==> src/rtl/mem_arbiter_pkg.sv <==
// mem_arbiter_pkg
// Definitions shared by the memory arbiter and its grant picker:
//   REG_BUS        - data/address width of the shared memory port
//   arb_state_t    - 2-bit arbiter FSM encoding (IDLE, REQ, WAIT, RESP)
//   ARB_OWNER_IF   - owner code for the instruction-fetch requester
//   ARB_OWNER_ME   - owner code for the data (MEM stage) requester
package mem_arbiter_pkg;

  localparam int REG_BUS = 64;

  typedef enum logic [1:0] {
    ST_IDLE = 2'd0,
    ST_REQ  = 2'd1,
    ST_WAIT = 2'd2,
    ST_RESP = 2'd3
  } arb_state_t;

  localparam logic ARB_OWNER_IF = 1'b0;
  localparam logic ARB_OWNER_ME = 1'b1;

endpackage

==> src/rtl/mem_arb_pick.sv <==
// mem_arb_pick
// Combinational grant picker for the memory arbiter.
// Ports:
//   if_req      in   fetch request pending
//   me_req      in   data request pending
//   last_grant  in   owner granted most recently (used only with round robin)
//   grant_valid out  at least one request pending
//   grant_owner out  owner to be granted (ARB_OWNER_IF / ARB_OWNER_ME)
// Configuration macro: ARB_ROUND_ROBIN_EN
//   defined   - on contention, grant the requester not granted last
//   undefined - fixed data-over-fetch priority, last_grant ignored
module mem_arb_pick
  import mem_arbiter_pkg::*;
(
  input  logic if_req,
  input  logic me_req,
  input  logic last_grant,
  output logic grant_valid,
  output logic grant_owner
);

  // A lone requester always wins; only contention consults the policy.
  always_comb begin
    grant_valid = if_req | me_req;
`ifdef ARB_ROUND_ROBIN_EN
    if (if_req && me_req) begin
      grant_owner = (last_grant == ARB_OWNER_ME) ? ARB_OWNER_IF : ARB_OWNER_ME;
    end else begin
      grant_owner = me_req ? ARB_OWNER_ME : ARB_OWNER_IF;
    end
`else
    grant_owner = me_req ? ARB_OWNER_ME : ARB_OWNER_IF;
`endif
  end

`ifndef ARB_ROUND_ROBIN_EN
  // Fixed priority has no use for the history bit.
  logic unused_last_grant;
  assign unused_last_grant = last_grant;
`endif

endmodule

==> src/rtl/mem_arbiter.sv <==
// mem_arbiter
// Shares one memory port between the fetch (IF) and data (MEM) requesters,
// serialising one transaction at a time: IDLE -> REQ -> WAIT -> RESP -> IDLE.
// Ports:
//   clk, rst                      clock; asynchronous active-high reset
//   if_req, if_addr               fetch request, held until if_done
//   if_rdata, if_done             held fetch data, one-cycle completion pulse
//   me_req, me_we, me_addr,
//   me_wdata, me_wmask            data request payload, held until me_done
//   me_rdata, me_done             held load data, one-cycle completion pulse
//   mem_valid, mem_ready          request handshake toward memory
//   mem_we, mem_addr,
//   mem_wdata, mem_wmask          latched request payload
//   mem_rvalid, mem_rdata         memory response / ack
//   busy                          FSM not in IDLE (for the hazard unit)
// Configuration macro: ARB_ROUND_ROBIN_EN (see mem_arb_pick); when defined a
// last-grant register alternates grants under contention.
module mem_arbiter
  import mem_arbiter_pkg::*;
(
  input  logic               clk,
  input  logic               rst,
  input  logic               if_req,
  input  logic [REG_BUS-1:0] if_addr,
  output logic [REG_BUS-1:0] if_rdata,
  output logic               if_done,
  input  logic               me_req,
  input  logic               me_we,
  input  logic [REG_BUS-1:0] me_addr,
  input  logic [REG_BUS-1:0] me_wdata,
  input  logic [REG_BUS-1:0] me_wmask,
  output logic [REG_BUS-1:0] me_rdata,
  output logic               me_done,
  output logic               mem_valid,
  input  logic               mem_ready,
  output logic               mem_we,
  output logic [REG_BUS-1:0] mem_addr,
  output logic [REG_BUS-1:0] mem_wdata,
  output logic [REG_BUS-1:0] mem_wmask,
  input  logic               mem_rvalid,
  input  logic [REG_BUS-1:0] mem_rdata,
  output logic               busy
);

  arb_state_t state;
  logic       owner;
  logic       last_grant;
  logic       grant_valid;
  logic       grant_owner;

  mem_arb_pick u_pick (
    .if_req      (if_req),
    .me_req      (me_req),
    .last_grant  (last_grant),
    .grant_valid (grant_valid),
    .grant_owner (grant_owner)
  );

`ifdef ARB_ROUND_ROBIN_EN
  // Remember who was granted last; reset as if fetch went last so data
  // wins the first contention.
  always_ff @(posedge clk or posedge rst) begin
    if (rst) begin
      last_grant <= ARB_OWNER_IF;
    end else if (state == ST_IDLE && grant_valid) begin
      last_grant <= grant_owner;
    end
  end
`else
  assign last_grant = ARB_OWNER_IF;
`endif

  // Arbiter FSM. All outputs are registered here so they change only with
  // the state; the payload is latched once in IDLE and held through REQ.
  // Responses are accepted only in WAIT, so a stray rvalid elsewhere is
  // simply dropped.
  always_ff @(posedge clk or posedge rst) begin
    if (rst) begin
      state     <= ST_IDLE;
      owner     <= ARB_OWNER_IF;
      mem_valid <= 1'b0;
      mem_we    <= 1'b0;
      mem_addr  <= '0;
      mem_wdata <= '0;
      mem_wmask <= '0;
      if_rdata  <= '0;
      me_rdata  <= '0;
      if_done   <= 1'b0;
      me_done   <= 1'b0;
      busy      <= 1'b0;
    end else begin
      case (state)
        ST_IDLE: begin
          if (grant_valid) begin
            owner <= grant_owner;
            if (grant_owner == ARB_OWNER_ME) begin
              mem_we    <= me_we;
              mem_addr  <= me_addr;
              mem_wdata <= me_wdata;
              mem_wmask <= me_wmask;
            end else begin
              mem_we    <= 1'b0;
              mem_addr  <= if_addr;
              mem_wdata <= '0;
              mem_wmask <= '0;
            end
            mem_valid <= 1'b1;
            busy      <= 1'b1;
            state     <= ST_REQ;
          end
        end
        ST_REQ: begin
          if (mem_ready) begin
            mem_valid <= 1'b0;
            state     <= ST_WAIT;
          end
        end
        ST_WAIT: begin
          if (mem_rvalid) begin
            if (owner == ARB_OWNER_ME) begin
              // A write ack carries no data; keep the last load result.
              if (!mem_we) begin
                me_rdata <= mem_rdata;
              end
              me_done <= 1'b1;
            end else begin
              if_rdata <= mem_rdata;
              if_done  <= 1'b1;
            end
            state <= ST_RESP;
          end
        end
        ST_RESP: begin
          if_done <= 1'b0;
          me_done <= 1'b0;
          busy    <= 1'b0;
          state   <= ST_IDLE;
        end
        default: begin
          state <= ST_IDLE;
        end
      endcase
    end
  end

endmodule
==> config.mk <==
export PLATFORM = sky130hd
export DESIGN_NAME = mem_arbiter
export DESIGN_NICKNAME = d
export VERILOG_FILES = /design/src/rtl/mem_arbiter_pkg.sv /design/src/rtl/mem_arb_pick.sv /design/src/rtl/mem_arbiter.sv
export SDC_FILE = /design/constraint.sdc
export NUM_CORES = 1
export LEC_CHECK = 0
export ABC_AREA = 1
export CAP_MARGIN = 5
export CORE_AREA = 5 5 251 253
export DETAILED_ROUTE_END_ITERATION = 10
export DIE_AREA = 0 0 256 258
export MAX_ROUTING_LAYER = met4
export PLACE_DENSITY = 0.5
export SLEW_MARGIN = 20
export SYNTH_ARGS = -nofsm -noshare
export SYNTH_HDL_FRONTEND = slang
export SYNTH_SLANG_ARGS = --single-unit
==> constraint.sdc <==
create_clock -name clk -period 14.15 [get_ports clk]
set_clock_uncertainty 0.2 [all_clocks]
set_input_delay 2.1225 -clock clk [delete_from_list [all_inputs] [get_ports clk]]
set_output_delay 2.1225 -clock clk [all_outputs]
set_load 0.05 [all_outputs]
==> out/metrics.yaml, run 1 <==
outcome: "finished clean"
arrival_ns: 5.29
synth-simple-area-share: 0.267
cp_max_fo: 109
holdPathEnd: "mem_wmask[52]"
clk_path_buf_depth: 3
chipHeight_um: 258
post_cts_buffers: 0
synth_mux_area_frac: 0
synth_xor_area_frac: 0
vdd_drop_max_uv: 141
cts_hold_buf: 0
grt_antenna_before_repair: 3
htreeDepth: 2
die_x_um: 256
crit_start: "me_req"
rows: 91
antenna_left: 0
r2r-end: "mem_wmask[28]"
synth_top_family_by_area: "simple AND/OR/NAND/NOR gates"
ys_seq_elements: 328
hp-class: "reg -> reg"
r2r-start: "state[0]"
yosys.area.top_type: "dfrtp_1"
synth-main-ff-cell: "dfrtp_1"
fin_tns_setup_ns: 0
ys_seq_area_frac: 0.621
holdCritStartpoint: "mem_wmask[52]"
grt_use_total: 0.152
period_needed_ns: 5.02
startpoint_type: "input pin"
slowest_delay_ns: 0.78
synth_fp_nets: 1900
rsz0062_at_grt: "no"
register_area_mm2: 0.00821
hpwlAfterDp_um: 37700
worstSetupPathType: "in -> reg"
netlist_instances: 1566
cp-end-kind: "register"
cp_slowest_cell: "buf_4"
port_buffers: 651
drc: 0
wl_um: 51100
fin_crit_sh: 0.355
pin_count: 652
setup_viol_count_final: 0
start_util: 0.217
first_pass_iters: 5
synth_most_common_cell: "nand2_1"
routedWlPerCell_um: 17.0
drive_above_1_share: 0.0361
grt_max_degree: 118
yosysTopAreaCellShare: 0.621
finalHoldViolCount: 0
yosys.cell_types.count: 13
grt_overflow: 0
fillerInstances: 6255
drt_iter0_drc: 831
critPathRequiredTime_ns: 14.42
clkSinkCount: 328
clk_pin_slew_ns: 0.05
reg2reg_depth: 7
core_mm2: 0.0608
grt_first_pass_wirelength_um: 77200
syn_to_final_growth_pct: 64.5
root_buffer: "clkbuf_16"
ctsResizeCount: 0
cellLeakagePower_uw: 0.0106
nets: 2522
first_global_vias: 12555
max_freq_ghz: 0.199
cp_num_buf_inv: 5
numCtsBuffers: 42
multiInputGateArea_mm2: 0.00429
synthTopCellsByCount: "921 x nand2_1, 328 x dfrtp_1, 130 x o21ai_0, 81 x inv_1, 49 x buf_2"
final_max_slew_viol_count: 0
finalCoreUtilization: 0.358
syn_avg_cell_area_um2: 8.44
worst_pin_slew_ns: 1.03
cap_violations: 0
synth-adder-area-share: 0.00663
synth_top_cells_by_area: "dfrtp_1 62%, nand2_1 26%, o21ai_0 4.9%"
netlist_area_mm2: 0.0132
powerDensity_mw_per_mm2: 264
path_cells: "buf_2, buf_4, inv_2, buf_4, nand2_1, nand2_8, buf_4, nand2_1, nand2_1"
synth-edff-count: 0
cts_tree: "built"
vias: 12139
viasPerCell: 4.03
finalWeightedCongestion: 0.829
yosysWarnings: 0
crit_family: "buffers and inverters"
reg2reg_slack_ns: 10.98
synth_compound_area_frac: 0.0492
maxSlewHeadroom: 0.311
clock_latency_ns: 0.55
die_area_mm2: 0.0660
min_path_cells: 2
async_reset_ff_frac: 1.00
whs_ns: 0.267
[flip-flops by register name, summed over array words and instances, names as in the netlist]
name       cells
busy           1
if_done        1
if_rdata      64
me_done        1
me_rdata      64
mem_addr      64
mem_valid      1
mem_wdata     64
mem_we         1
mem_wmask     64
owner          1
state          2
[power by group]
part           leakage [uW]  switching, uW  total, uW  internal, uW
Clock              0.000662            408       1040           632
Combinational       0.00581           2180       3130           953
Sequential          0.00415            230       1580          1350
Total                0.0106           2810       5750          2940
[logic make-up (layout without fill, tap and decap cells)]
logic type	count (synthesis)	count (layout)
AO/OA/AOI/OAI	130	130
AND/OR/NAND/NOR	934	934
adder cells (fa/ha/maj)	7	7
flip-flops	328	328
buffers and inverters	167	818
other	0	5
[worst max-delay path by stage]
stage                               end  depth (start not counted)
after floorplan                    busy                          1
final                      mem_wdata[1]                          9
after global routing       mem_wdata[7]                          9
after global placement    mem_wdata[22]                          9
after CTS                  mem_wdata[1]                          9
after detailed placement   mem_wdata[1]                          9
[tightest hold or removal path, cell delays in order, from the launching register on]
cell and delay [ns]:
dfrtp_1 0.34, nand2_1 0.05, nand2_1 0.04
[per-layer routing]
layer | GRT usage | routed length (um)
met5 | - | 0
met4 | 0.0436 | 1320
met3 | 0.0502 | 3900
met2 | 0.260 | 25600
met1 | 0.173 | 20300
[cell usage in the layout, fill, tap and decap left out, types with 3 or more instances in the layout]
master	netlist	layout
ha_1	7	7
o21ai_0	130	130
clkdlybuf4s50_1	0	650
nand2_1	921	921
clkbuf_8	0	4
clkbuf_16	0	43
nand3_1	8	7
clkbuf_1	19	11
buf_4	16	10
nand4_1	3	3
diode_2	0	5
clkinv_2	0	10
bufinv_16	0	3
inv_1	81	79
dfrtp_1	328	328
[through the flow]
step | power [uW] | std cells | worst slack (ns) | area, um^2
2_1_floorplan | 3560 | 1566 | 2.74 | 13200
3_3_place_gp | 4740 | 2934 | 8.62 | 20400
3_5_place_dp | 4760 | 2934 | 8.54 | 20400
4_1_cts | 5850 | 3007 | 9.15 | 21700
5_1_grt | 6070 | 3010 | 8.81 | 21700
6_report | 5750 | 3012 | 9.13 | 21800
[cell type report]
cell class / instances / area share
diodes: 5 / 0.000575
well taps: 790 / 0.0454
flip-flops and latches: 328 / 0.377
clock buffers: 58 / 0.0539
repair buffers: 662 / 0.303
multi-input cells: 1071 / 0.197
clock inverters: 15 / 0.00742
inverters: 83 / 0.0147
Power figures use the tool's default switching activity.
==> run 2, diff against run 1 <==
Clock period 14.15 ns to 5.2 ns, I/O delays scaled along.
==> run 2 against run 1 <==
The run now ends with DRC left. Non-clock buffer count grew 2. Critical endpoint is now busy. Largest power group unchanged. Sequential cell count did not move. Sequential share of layout area down 0.069 points. Global-route usage about the same.
==> out/metrics.yaml, run 2 (synthesized netlist as in run 1, its figures left out) <==
outcome: "complete, but fails checks"
violations: "DRC"
met2_usage: 0.258  # -0.00126
clock_latency_ns: 0.54  # about the same
final.setup.worst_slack_ns: 2.37  # -6.76 ns
cp.depth: 1  # -8
finalWeightedCongestion: 0.799  # -3.5%
ctsResizeCount: 0  # unchanged
grt_first_pass_wirelength_um: 77100  # -0.11%
fin_area_mm2: 0.0218  # +0.18%
cellLeakagePower_uw: 0.0106  # about the same
cts_tree: "built"
root_buffer: "clkbuf_16"
dpl_worst_slack_ns: 1.74  # -6.80 ns
final_cells: 3018  # +0.20%
setup_viol_count_final: 0  # unchanged
clk_pin_slew_ns: 0.05  # about the same
p_switching_uw: 7650  # +170%
reg2reg_slack_ns: 2.38  # -8.60 ns
finalHoldViolCount: 0  # unchanged
vdd_drop_max_uv: 367  # +160%
endpoint: "busy"
final_max_slew_viol_count: 0  # unchanged
grt_overflow: 0  # unchanged
comb_power_share: 0.549  # +0.005
path_cells: "clkdlybuf4s50_1"
mostFrequentLayoutCells: "921 x nand2_1, 650 x clkdlybuf4s50_1, 328 x dfrtp_1"
htreeDepth: 2  # unchanged
max_freq_ghz: 0.353
routedWlPerCell_um: 16.9  # -0.33%
powerDensity_mw_per_mm2: 715  # +170%
fin_crit_sh: 0.545
r2r-end: "mem_addr[10]"
first_pass_iters: 8  # +3
cp_num_buf_inv: 1  # -4
arrival_ns: 1.85  # -3.44 ns
cp_max_fo: 2  # -98%
viasPerCell: 4.02  # -0.27%
final_common_cell: "nand2_1"
pin_count: 652  # unchanged
nets: 2523  # +0.040%
dpl-instance-area_mm2: 0.0204  # +0.20%
seqPwrFrac: 0.276  # about the same
wl_um: 51000  # -0.14%
grtUsageMet3: 0.0555  # +0.00538
r2r-start: "state[0]"
die_x_um: 256  # unchanged
chipHeight_um: 258  # unchanged
cts_hold_buf: 0  # unchanged
drive_above_1_share: 0.0365  # +0.000418
post_cts_buffers: 0  # unchanged
grt_use_total: 0.152  # -0.000496
worstSetupPathType: "reg -> out"
grt_max_degree: 180  # +53%
maxSlewHeadroom: 0.414  # +0.103
drc: 5  # +5
syn_to_final_growth_pct: 64.8
top_usage_layer: "met2"
hp-class: "reg -> reg"
rows: 91  # unchanged
dp_cells: 2935  # +0.034%
first_global_vias: 12631  # +0.61%
antenna_left: 0  # unchanged
reg2reg_depth: 7  # unchanged
cp-end-kind: "primary output"
crit_start: "busy"
crit_family: "buffers and inverters"
rsz0062_at_grt: "no"
critPathRequiredTime_ns: 4.22  # -10.20 ns
worst_pin_slew_ns: 0.879  # -0.154 ns
port_buffers: 651  # unchanged
startpoint_type: "register"
use_met1: 0.170  # -0.00292
power_uw: 15600  # +170%
clk_path_buf_depth: 3  # unchanged
vias: 12130  # -0.074%
grt_antenna_before_repair: 10  # +7
internal_power_uw: 7930  # +170%
core_mm2: 0.0608  # unchanged
period_needed_ns: 2.83
clkSinkCount: 328  # unchanged
hpwlAfterDp_um: 37800  # +0.23%
cp_slowest_cell: "clkdlybuf4s50_1"
p_clk_frac: 0.176  # -0.005
drt_iter0_drc: 643  # -23%
switching_share: 0.491  # +0.00162
slowest_delay_ns: 0.94  # +0.16 ns
start_util: 0.217  # unchanged
die_area_mm2: 0.0660  # unchanged
numCtsBuffers: 41  # -2.4%
cap_violations: 0  # unchanged
run 2: cell count changes in the layout (fill, tap and decap cells not counted), sizes merged:
cell,change
clkbuf,+5
bufinv,-2
buf,+2
diode,+4
clkinvlp,+1
clkinv,-4
run 2: worst min-delay path by stage:
stage / startpoint / to / slack (ns) / depth (start not counted)
global route: mem_addr[28] / mem_addr[28] / 0.28 / 2
floorplan: state[0] / state[0] / 0.32 / 2
CTS: mem_wmask[60] / mem_wmask[60] / 0.27 / 2
global placement: mem_wmask[2] / mem_wmask[2] / 0.25 / 2
detailed placement: mem_wmask[22] / mem_wmask[22] / 0.26 / 2
finish: mem_wdata[57] / mem_wdata[57] / 0.27 / 2
run 2: tightest hold or removal path, cell delays in order (launching register included):
cell and delay, ns:
dfrtp_1 0.34, nand2_1 0.05, nand2_1 0.04
run 2: area by class of cell:
type / instances / area, um^2
clock buffers: 63 / 1210
clock inverters: 10 / 86.3
repair buffers: 664 / 6670
inverters: 83 / 317
well taps: 790 / 988
diodes: 9 / 22.5
fillers: 6290 / 39000
flip-flops and latches: 328 / 8210
multi-input cells: 1071 / 4290
run 2: per-stage QoR:
step           utilization  hold slack, ns  setup TNS (ns)
2_1_floorplan            -           0.319          -52.05
3_3_place_gp         0.336           0.253               0
3_5_place_dp         0.336           0.257               0
4_1_cts              0.358           0.271               0
5_1_grt              0.358           0.285               0
6_report             0.358           0.266               0
run 2: routing by layer:
layer / vias up / wire length, um
met1: 5665 / 20100
met2: 398 / 25700
met4: 0 / 1150
met5: - / 0
li1: 6006 / -
met3: 61 / 4100
run 2: power groups by stage:
stage | Sequential, uW | Clock [uW] | Combinational (uW)
global route | 4430 | 2950 | 9030
CTS | 4300 | 2850 | 8670
finish | 4290 | 2740 | 8540
global placement | 4300 | 0 | 8620
detailed placement | 4320 | 0 | 8660
floorplan | 8080 | 0 | 1620
